==> src/rtl/aes_pkg.sv <==
// Shared AES types and GF(2^8) helpers (reduction polynomial x^8+x^4+x^3+x+1).
package aes_pkg;

  typedef logic [0:127] aes_state_t;
  typedef logic [7:0]   aes_byte_t;

  localparam int AES_NB = 4;

  typedef enum logic [1:0] {
    ST_IDLE = 2'd0,
    ST_BUSY = 2'd1,
    ST_DONE = 2'd2
  } mc_fsm_e;

  function automatic aes_byte_t xtime(input aes_byte_t b);
    return {b[6:0], 1'b0} ^ (b[7] ? 8'h1b : 8'h00);
  endfunction

  function automatic aes_byte_t gf_mul2(input aes_byte_t b);
    return xtime(b);
  endfunction

  function automatic aes_byte_t gf_mul3(input aes_byte_t b);
    return xtime(b) ^ b;
  endfunction

  // The inverse coefficients are built from b*8, b*4, b*2 and b.
  function automatic aes_byte_t gf_mul9(input aes_byte_t b);
    return xtime(xtime(xtime(b))) ^ b;
  endfunction

  function automatic aes_byte_t gf_mulb(input aes_byte_t b);
    return xtime(xtime(xtime(b))) ^ xtime(b) ^ b;
  endfunction

  function automatic aes_byte_t gf_muld(input aes_byte_t b);
    return xtime(xtime(xtime(b))) ^ xtime(xtime(b)) ^ b;
  endfunction

  function automatic aes_byte_t gf_mule(input aes_byte_t b);
    return xtime(xtime(xtime(b))) ^ xtime(xtime(b)) ^ xtime(b);
  endfunction

endpackage

==> src/rtl/mix_column_word.sv <==
// Combinational (Inv)MixColumns on one 32-bit column; byte 0 of the column sits in col[31:24].
module mix_column_word
  import aes_pkg::*;
#(
  parameter bit INVERSE = 1'b0
) (
  input  logic [31:0] col,
  output logic [31:0] mixed
);

  aes_byte_t a0, a1, a2, a3;
  aes_byte_t b0, b1, b2, b3;

  assign a0 = col[31:24];
  assign a1 = col[23:16];
  assign a2 = col[15:8];
  assign a3 = col[7:0];

  always_comb begin
    b0 = '0;
    b1 = '0;
    b2 = '0;
    b3 = '0;
    if (INVERSE) begin
      b0 = gf_mule(a0) ^ gf_mulb(a1) ^ gf_muld(a2) ^ gf_mul9(a3);
      b1 = gf_mul9(a0) ^ gf_mule(a1) ^ gf_mulb(a2) ^ gf_muld(a3);
      b2 = gf_muld(a0) ^ gf_mul9(a1) ^ gf_mule(a2) ^ gf_mulb(a3);
      b3 = gf_mulb(a0) ^ gf_muld(a1) ^ gf_mul9(a2) ^ gf_mule(a3);
    end else begin
      b0 = gf_mul2(a0) ^ gf_mul3(a1) ^ a2 ^ a3;
      b1 = a0 ^ gf_mul2(a1) ^ gf_mul3(a2) ^ a3;
      b2 = a0 ^ a1 ^ gf_mul2(a2) ^ gf_mul3(a3);
      b3 = gf_mul3(a0) ^ a1 ^ a2 ^ gf_mul2(a3);
    end
  end

  assign mixed = {b0, b1, b2, b3};

endmodule

==> src/rtl/mix_columns_seq.sv <==
// Column-serial AES (Inv)MixColumns: COLS_PER_CYCLE columns rewritten in place per clock.
// Handshake: a beat transfers on a rising edge where valid & ready; out_valid is never withdrawn until out_ready.
module mix_columns_seq
  import aes_pkg::*;
#(
  parameter int COLS_PER_CYCLE = 1,
  parameter bit INVERSE        = 1'b0
) (
  input  logic       clk,
  input  logic       rst_n,
  input  logic       in_valid,
  output logic       in_ready,
  input  aes_state_t in_state,
  input  logic       in_last_round,
  output logic       out_valid,
  input  logic       out_ready,
  output aes_state_t out_state
);

  localparam logic [1:0] CNT_STEP  = 2'(COLS_PER_CYCLE);
  localparam logic [1:0] LAST_BASE = 2'(AES_NB - COLS_PER_CYCLE);

  mc_fsm_e    fsm, fsm_next;
  logic [1:0] col_cnt;
  aes_state_t blk;
  logic       accept;

  logic [1:0]  col_idx [COLS_PER_CYCLE];
  logic [31:0] col_in  [COLS_PER_CYCLE];
  logic [31:0] col_out [COLS_PER_CYCLE];

  for (genvar j = 0; j < COLS_PER_CYCLE; j++) begin : g_col
    assign col_idx[j] = col_cnt + 2'(j);
    assign col_in[j]  = blk[{col_idx[j], 5'd0} +: 32];

    mix_column_word #(
      .INVERSE (INVERSE)
    ) u_word (
      .col   (col_in[j]),
      .mixed (col_out[j])
    );
  end

  always_ff @(posedge clk or negedge rst_n) begin
    if (!rst_n) fsm <= ST_IDLE;
    else        fsm <= fsm_next;
  end

  always_comb begin
    fsm_next  = fsm;
    in_ready  = 1'b0;
    out_valid = 1'b0;
    case (fsm)
      ST_IDLE: begin
        in_ready = 1'b1;
        if (in_valid) fsm_next = in_last_round ? ST_DONE : ST_BUSY;
      end
      ST_BUSY: begin
        if (col_cnt == LAST_BASE) fsm_next = ST_DONE;
      end
      ST_DONE: begin
        out_valid = 1'b1;
        in_ready  = out_ready;
        // Handing off and accepting the next block share one edge.
        if (out_ready) begin
          if (in_valid) fsm_next = in_last_round ? ST_DONE : ST_BUSY;
          else          fsm_next = ST_IDLE;
        end
      end
      default: fsm_next = ST_IDLE;
    endcase
  end

  assign accept = in_valid & in_ready;

  always_ff @(posedge clk or negedge rst_n) begin
    if (!rst_n) begin
      blk     <= '0;
      col_cnt <= '0;
    end else if (accept) begin
      blk     <= in_state;
      col_cnt <= '0;
    end else if (fsm == ST_BUSY) begin
      for (int j = 0; j < COLS_PER_CYCLE; j++) begin
        blk[{col_idx[j], 5'd0} +: 32] <= col_out[j];
      end
      // The last busy edge wraps the counter back to column 0.
      col_cnt <= col_cnt + CNT_STEP;
    end
  end

  assign out_state = blk;

endmodule
==> config.mk <==
export PLATFORM = sky130hd
export DESIGN_NAME = mix_columns_seq
export DESIGN_NICKNAME = d
export VERILOG_FILES = /design/src/rtl/aes_pkg.sv /design/src/rtl/mix_column_word.sv /design/src/rtl/mix_columns_seq.sv
export SDC_FILE = /design/constraint.sdc
export NUM_CORES = 1
export LEC_CHECK = 0
export CORE_ASPECT_RATIO = 1.2
export CORE_MARGIN = 2
export CORE_UTILIZATION = 40
export DETAILED_ROUTE_END_ITERATION = 12
export PLACE_DENSITY_LB_ADDON = 0.15
export RECOVER_POWER = 50
export SYNTH_ARGS = -nofsm -noshare
export SYNTH_HDL_FRONTEND = slang
export SYNTH_SLANG_ARGS = --single-unit
==> constraint.sdc <==
create_clock -name clk -period 3 [get_ports clk]
set_clock_uncertainty 0.1 [all_clocks]
set_input_delay 0.9 -clock clk [delete_from_list [all_inputs] [get_ports clk]]
set_output_delay 0.9 -clock clk [all_outputs]
set_load 0.005 [all_outputs]
# --- Word level (Yosys, flattened, before mapping) ---
# Index checks and enable logic that the tools add are counted.
op_classes:
  n_addsub: 2
  multipliers: 0
  div_mod_pow: 0
  order_cmp: 0
  n_eq_ne: 6
  n_shift: 3
  muxes: 17
  n_bitwise: 22
  reduce_logical: 3
op_table:
  columns: ["operator", "count"]
  rows:
  - ["$mux W128", 2]
  - ["$xor A8 B8 Y8", 20]
  - ["$shift A129 B9 Y128 const A", 1]
  - ["$shiftx A128 B8 Y129", 1]
  - ["$shiftx A129 B9 Y128", 1]
  - ["$bwmux W128", 1]
  - ["$mux W5", 4]
  - ["$mux W2", 7]
  - ["$neg A8 Y9", 1]
  - ["$not A7 Y8", 1]
  - ["$ne A2 B2 Y1 const B", 3]
  - ["$pmux W2 S3", 1]
  - ["$eq A2 B2 Y1 const B", 2]
  - ["$reduce_and A3 Y1", 1]
  - ["$add A2 B1 Y2 const B", 1]
  - ["$eq A2 B1 Y1 const B", 1]
  - ["$logic_not A2 Y1", 1]
  - ["$pmux W1 S2", 1]
  - ["$reduce_bool A2 Y1", 1]
  - ["$and A1 B1 Y1", 1]
  - ["$mux W1", 1]
totals:
  ff_bits: 132
  latch_bits: 0
  mem_bits_rw: 0
  romBits: 0
  inputBits: 133
  memories: 0

# --- Longest topological paths before layout ---
# Gate-level depths: netlist (run 1).
logic_depth:
  ltp_word: 12
  ltp_mapped: 9
  mapped_depth_nobuf: 6

# --- By module ---
# Synthesis (run 1) repeated with hierarchy kept, for this count alone.
unflattened:
  hier_cells: 713
  area_unflattened_um2: 8660.8
by_module_without_submodules:
  columns: ["module", "instances", "cells_each", "area_each_um2"]
  rows:
  - ["mix_columns_seq", 1, 633, 7355.8]
  - ["mix_column_word", 1, 80, 1305.0]

# --- Worst setup path before layout (run 1) ---
# OpenSTA, ideal clock, no wires.
synth_timing:
  path_type: "reg-to-reg"
  start: "register col_cnt[0]"
  end: "register blk[1] (netlist: out_state[1])"
  arrival_ps: 2175
  t_required_ps: 2822
  setup_slack_ps: 646
  path_stages_with_launch: 7
  n_path_buf: 2
  period_less_slack_ps: 2354
  path_cell_list: "dfrtp_1 > buf_6 > buf_12 > mux4_2 > xor2_2 > xnor3_1 > o21ai_1"
synth_between:
  elab_chain_len: 12
  word_cells_on_any_way: 32
synth_lines:
  columns: ["item", "line_no", "source"]
  rows:
  - ["start, declared", "mix_columns_seq.sv:24", "logic [1:0] col_cnt;"]
  - ["start signal, assigned", "mix_columns_seq.sv:88", "col_cnt <= col_cnt + CNT_STEP;"]
  - ["$not A7 Y8 (not written as such) *", "mix_columns_seq.sv:34, mix_columns_seq.sv:85", null]
  - ["$shiftx A128 B8 Y129", "mix_columns_seq.sv:34", "assign col_in[j] = blk[{col_idx[j], 5'd0} +: 32];"]
  - ["$mux W5", "aes_pkg.sv:16", "return {b[6:0], 1'b0} ^ (b[7] ? 8'h1b : 8'h00);"]
  - ["$xor A8 B8 Y8", "aes_pkg.sv:16", null]
  - ["$xor A8 B8 Y8", "aes_pkg.sv:24", "return xtime(b) ^ b;"]
  - ["$xor A8 B8 Y8 (on tied branches) (3 in series)", "mix_column_word.sv:33, mix_column_word.sv:30", null]
  - ["$shiftx A129 B9 Y128", "mix_columns_seq.sv:85", "blk[{col_idx[j], 5'd0} +: 32] <= col_out[j];"]
  - ["$bwmux W128 *", "mix_columns_seq.sv:85", null]
  - ["$mux W128 *", "mix_columns_seq.sv:83", "end else if (fsm == ST_BUSY) begin"]
  - ["$mux W128 *", "mix_columns_seq.sv:80", "end else if (accept) begin"]
  - ["end signal, assigned", "mix_columns_seq.sv:81", "blk <= in_state;"]
  - ["end signal, assigned by index", "mix_columns_seq.sv:85", null]
  - ["end, declared", "mix_columns_seq.sv:25", "aes_state_t blk;"]
# Every way passes the cells marked *; elsewhere a longest branch is shown, timed or not. The select of a mux whose other input is x is not followed.
# A chain may end at the register's enable or synchronous reset.

# --- Worst setup path after layout (run 1) ---
layout_timing:
  start: "input out_ready"
  end: "output in_ready"
layout_between:
  elab_chain_len: 1
layout_lines:
  columns: ["item", "line_no", "source"]
  rows:
  - ["start, declared", "mix_columns_seq.sv:16", "input logic out_ready,"]
  - ["$pmux W1 S2", "mix_columns_seq.sv:53", "case (fsm)"]
  - ["end, declared", "mix_columns_seq.sv:12", "output logic in_ready,"]
# No other way between the ends.

==> reports/qor.yml, run 1 <==
status: "finished with violations"
violations: "max-capacitance violations, max-slew violations"
reg2reg_to: "out_state[103]$_DFFE_PN0P_"
num_antenna_cells: 0
cts.clk_slew.worst_paths_ps: 60
clk_path_buf_depth: 2
synth.top_cell.area_share_pct: 44.41
yosysWarnings: 0
setup_viol: 0
synth_nets: 713
synthTopCellsByArea: "dfrtp_1 (44%), a22oi_1 (13%), xnor3_1 (11%)"
die_x_microns: 128.5
gr-total-overflow: 0
yosysSeqAreaShare_pct: 44.41
dr_total_vias: 6418
grt_max_degree: 97
fmax_mhz: 357.4
htree_levels: 4
cts_buffers: 17
drc: 0
syn_area_sq_um: 7438
worstSetupStartpointType: "primary input"
antenna_found_initial: 0
critPathTopFamily: "buffers and inverters"
postRouteAntennaNets: 0
start_util_pct: 40.93
grt_pass1_vias: 6688
routedWlPerCell_microns: 24.18
path_max_fanout: 2
required_ps: 2000
finalHoldViolations: 0
dp_hpwl_microns: 19080
path_buf_inv: 2
end_kind: "primary output"
fin_crit_ps: 2798
viasPerCell: 5.976
arrival_ps: 1800
clkSinkCount: 132
drive_gt1_share_pct: 12.00
cap_violations: 1
rsz0062_at_grt: "no"
p_leak_uw: 0.004725
fp.dieH_microns: 153.4
avgSynthCellArea_sq_um: 12.91
drv_slew: 41
crit_path_max_incr_delay_ps: 430
finalCritPeriodShare_pct: 93.26
gp_congestion: 0.9116
layout_common_cells: "clkdlybuf4s50_1 (198), dfrtp_1 (130), a22oi_1 (128)"
port_buffers: 262
hold_buffers: 0
worstReg2RegStart: "col_cnt[0]$_DFFE_PN0P_"
utilization_pct: 60.53
startpoint: "out_ready"
hp-class: "reg -> reg"
yosysTopAreaCell: "dfrtp_1"
wirelength_microns: 25970
cp_num_cells: 4
criticalPathCategory: "in -> out"
layout.nets: 974
dpl_worst_slack_ps: -27.16
drt_iter0_markers: 474
rows: 54
worst_hold_slack_ps: 434.5
p_per_area_nw_per_um2: 1606
fill_cells: 1502
ios: 263
ir_drop_mv: 1.089
reg2reg_depth: 5
worst_pin_slew_ps: 1959
area.growth.synth_to_final_pct: 47.91
grt_pass1_wl_microns: 39520
slew_headroom_pct: -30.58
dieArea_sq_um: 19710
cpMaxStageDelayCell: "clkdlybuf4s50_1"
clockRootBuffer: "clkbuf_16"
grt.total_usage_pct: 26.98
yosysUniqueCellTypes: 32
clk-insertion-delay-late_ps: 420
syn-instance-count: 576
synth-seq-cells: 132
layout_setup_ws_ps: 202.3
drt_pass1_iterations: 6
cts_tree: "done"
setup.worst_path.end: "in_ready"
layout_commonest_cell: "clkdlybuf4s50_1"
coreArea_sq_um: 18170
reg2reg_slack_ps: 330
crit_chain: "clkdlybuf4s50_1 -> nor2b_1 -> nor2_1 -> dlygate4sd2_1"
[what timing repair did]
item,CTS,global route
setup endpoints to repair,1,0
setup buffers,0,0
resized for setup,1,0
[cell families (layout without fill, tap and decap cells)]
family,after synthesis,count (layout),share of synthesized area (%)
compound gates,265,265,22.29
fa+ha+maj,4,4,0.6729
flops,132,132,44.41
simple gates,19,19,1.279
mux,36,36,10.23
xor+xnor,70,70,18.07
buf+inv,50,324,3.061
[per-stage QoR]
stage,total power (uW),area [sq um],instances,TNS (ps)
finish,17670,11000,1074,0
floorplan,11000,7438,576,0
CTS,17820,11020,1074,0
detailed placement,15560,10400,1042,-27.16
global route,18590,11000,1074,0
global placement,15350,10400,1042,-28.30
[worst min-delay path, cell delays in order, from the launching register on]
cell and delay [ps]:
dfrtp_1 360, a22oi_1 70, o21ai_0 70
[power by group]
group / switching [uW] / internal (uW)
logic: 6090 / 6090
clock network: 789 / 1380
registers: 710 / 2610
[registers in the layout (all words and copies together) (netlist names)]
register and flops:
col_cnt 2, fsm 2, out_state 128
[Yosys cell counts]
master / n
buf_2: 4
buf_6: 2
and2_1: 1
nor2_1: 8
inv_1: 3
o21ai_1: 63
xnor2_2: 4
xnor2_4: 2
nand3b_1: 1
clkbuf_1: 39
mux4_2: 32
mux2i_1: 4
xnor2_1: 2
buf_4: 1
nand3_1: 2
a21oi_1: 3
nand4_1: 2
o21ai_0: 66
ha_1: 4
nand2_1: 1
xnor3_1: 37
o21a_1: 4
buf_12: 1
dfrtp_1: 132
o22ai_1: 1
xor2_4: 1
nor2b_1: 3
xor3_1: 7
xor2_1: 13
xor2_2: 4
nand2b_1: 1
a22oi_1: 128
[final cells by class]
cell class	count	area [sq um]	share of cell area (%)
clock inverter	14	186.4	1.695
clock buffer	18	429.2	3.901
timing repair buffer	289	2882	26.19
tap	224	280.3	2.547
sequential	132	3306	30.05
multi-input combinational	394	3908	35.52
inverter	3	11.26	0.1024
[per-layer routing]
| metal | global-route usage, % | vias to the layer above | routed length (microns) |
|---|---|---|---|
| met5 | 0 | - | 0 |
| met4 | 11.72 | 0 | 907 |
| li1 | - | 2789 | - |
| met2 | 44.81 | 332 | 13260 |
| met1 | 34.31 | 3245 | 10070 |
| met3 | 5.250 | 52 | 1735 |
[worst min path at each step]
stage | startpoint | slack (ps) | cells past startpoint | to
2_1_floorplan | out_state[34]$_DFFE_PN0P_ | 410 | 2 | out_state[34]$_DFFE_PN0P_
3_3_place_gp | out_state[111]$_DFFE_PN0P_ | 410 | 2 | out_state[111]$_DFFE_PN0P_
3_5_place_dp | out_state[28]$_DFFE_PN0P_ | 420 | 2 | out_state[28]$_DFFE_PN0P_
4_1_cts | rst_n | 280 | 1 | out_state[41]$_DFFE_PN0P_
5_1_grt | out_state[28]$_DFFE_PN0P_ | 450 | 2 | out_state[28]$_DFFE_PN0P_
6_report | out_state[94]$_DFFE_PN0P_ | 430 | 2 | out_state[94]$_DFFE_PN0P_
No activity file was read; power rests on OpenSTA's default activity.
==> inputs of run 2 (changes only) <==
--- a/config.mk
+++ b/config.mk
@@ -5,9 +5,10 @@
 export SDC_FILE = /design/constraint.sdc
 export NUM_CORES = 1
 export LEC_CHECK = 0
+export CELL_PAD_IN_SITES_DETAIL_PLACEMENT = 1
+export CELL_PAD_IN_SITES_GLOBAL_PLACEMENT = 1
 export CORE_ASPECT_RATIO = 1.2
-export CORE_MARGIN = 2
-export CORE_UTILIZATION = 40
+export CORE_UTILIZATION = 36
 export DETAILED_ROUTE_END_ITERATION = 12
 export PLACE_DENSITY_LB_ADDON = 0.15
 export RECOVER_POWER = 50
==> reports/qor.yml, run 2 (synthesis results as in run 1) <==
drive_gt1_share_pct: 12.13  # +0.13 points
start_util_pct: 36.72  # -4.2 points
cts_buffers: 17  # unchanged
netSwitchingFraction_pct: 44.44  # +1.5 points
layout.nets: 973  # -0.10%
rows: 57  # +5.6%
coreArea_sq_um: 20250  # +11%
routedWlPerCell_microns: 25.80  # +6.7%
arrival_ps: 1840  # +40 ps
fin_cells: 1114  # +3.7%
p_leak_uw: 0.004700  # -0.53%
clockRootBuffer: "clkbuf_16"
port_buffers: 262  # unchanged
dieArea_sq_um: 21240  # +7.8%
cts_setup_buffers: 0  # unchanged
worst_pin_slew_ps: 1902  # -56.47 ps
clkSinkCount: 132  # unchanged
htree_levels: 4  # unchanged
area.growth.synth_to_final_pct: 48.06
required_ps: 2000  # about the same
p_per_area_nw_per_um2: 1626  # +1.3%
fp.dieH_microns: 159.5  # +4.0%
drt_iter0_markers: 451  # -4.9%
setup_viol: 0  # unchanged
p_comb_share_pct: 69.8  # +0.9 points
gr-usage-met3_pct: 5.030  # -0.22 points
placedCellCount: 1082  # +3.8%
utilization_pct: 54.37  # -6.2 points
clk_path_buf_depth: 2  # unchanged
criticalPathCategory: "in -> out"
dr_total_vias: 6476  # +0.90%
end_kind: "primary output"
finalPower_uw: 17910  # +1.4%
fill_cells: 2035  # +35%
met1_usage_pct: 34.39  # +0.072 points
ios: 263  # unchanged
power.internal_uw: 9951  # -1.3%
path_max_fanout: 2  # unchanged
die_x_microns: 133.2  # +3.7%
postRouteAntennaNets: 0  # unchanged
slew_headroom_pct: -26.82  # +3.8 points
clk-insertion-delay-late_ps: 420  # about the same
grt.busiest_layer: "met2"
status: "finished with violations"
cts.clk_slew.worst_paths_ps: 60  # about the same
cap_violations: 1  # unchanged
gr-total-overflow: 0  # unchanged
cts_tree: "done"
drv_slew: 37  # -9.8%
antenna_found_initial: 0  # unchanged
fmax_mhz: 352.2  # -1.5%
drt_pass1_iterations: 5  # -1
multi_input_area_sq_um: 3915  # +0.19%
drc: 0  # unchanged
grt_util_met2_pct: 49.14  # +4.3 points
worstSetupStartpointType: "primary input"
violations: "max-capacitance violations, max-slew violations"
layout_common_cells: "clkdlybuf4s50_1 (198), dfrtp_1 (130), a22oi_1 (128)"
seq_power_share_pct: 18.7  # about the same
ir_drop_mv: 0.8900  # -18%
viasPerCell: 5.813  # -2.7%
fin_crit_ps: 2839  # +41.51 ps
num_antenna_cells: 0  # unchanged
finalHoldViolations: 0  # unchanged
seq_area_sq_um: 3306  # unchanged
grt_pass1_wl_microns: 43550  # +10%
hp-class: "reg -> reg"
finalCritPeriodShare_pct: 94.64  # +1.4 points
grt_pass1_vias: 7114  # +6.4%
grt_max_degree: 69  # -29%
largest_reg_flops: 128  # unchanged
layout_commonest_cell: "clkdlybuf4s50_1"
pwr-share-clk_pct: 11.5  # -0.8 points
dp_hpwl_microns: 21220  # +11%
rsz0062_at_grt: "no"
p_switching_uw: 7960  # +4.9%
grt.total_usage_pct: 27.93  # +0.95 points
gp_congestion: 0.8557  # -6.1%
wirelength_microns: 28740  # +11%
[run 2: path summary, 6_finish.rpt]
| kind | to | slack, ps | cells after the start | startpoint |
|---|---|---|---|---|
| hold reg to reg | out_state[54]$_DFFE_PN0P_ | 430 | 2 | out_state[54]$_DFFE_PN0P_ |
| setup / recovery | in_ready | 160 | 4 | out_ready |
| hold / removal | out_state[54]$_DFFE_PN0P_ | 430 | 2 | out_state[54]$_DFFE_PN0P_ |
| setup reg to reg | out_state[23]$_DFFE_PN0P_ | 270 | 5 | col_cnt[0]$_DFFE_PN0P_ |
| max in group asynchronous | out_state[14]$_DFFE_PN0P_ | 450 | 2 | rst_n |
| min in group asynchronous | out_state[99]$_DFFE_PN0P_ | 1090 | 1 | rst_n |
[run 2: final cells by class]
| cell class | count | area share [%] |
|---|---|---|
| inverter | 3 | 0.1022 |
| tap | 265 | 3.011 |
| clock buffer | 19 | 4.113 |
| clock inverter | 13 | 1.216 |
| sequential | 132 | 30.02 |
| multi-input combinational | 394 | 35.55 |
| timing repair buffer | 288 | 25.99 |
[run 2: critical path, stage by stage]
cell and delay (ps):
clkdlybuf4s50_1 440, nor2b_1 150, nor2_1 60, dlygate4sd2_1 290
[run 2: power by group through the flow]
stage	Combinational (uW)	Sequential [uW]	Clock [uW]
global route	13200	3440	2160
detailed placement	12600	3370	0
CTS	12700	3350	2080
finish	12500	3340	2070
global placement	12300	3300	0
floorplan	7790	3210	0
[run 2: stage by stage]
| stage | cell area [sq um] | setup WS (ps) | setup TNS [ps] | hold WS, ps |
|---|---|---|---|---|
| floorplan | 7438 | 646.3 | 0 | 413.6 |
| detailed placement | 10450 | -87.63 | -87.63 | 426.4 |
| global placement | 10450 | -24.41 | -24.41 | 412.8 |
| CTS | 11030 | 151.7 | 0 | 280.7 |
| global route | 11010 | 98.59 | 0 | 466.9 |
| finish | 11010 | 160.8 | 0 | 432.9 |
[run 2: repair_timing]
action | in CTS | in global routing
endpoints found under the setup margin | 1 | 0
gates resized for setup | 1 | 0
hold buffers | 0 | 0
[run 2: routing by layer]
metal	share of wire, %	routed length, microns	up-vias
li1	-	-	2776
met1	39	11320	3352
met2	52	15070	300
met3	5.6	1602	48
met4	2.6	758	0
met5	0	0	-
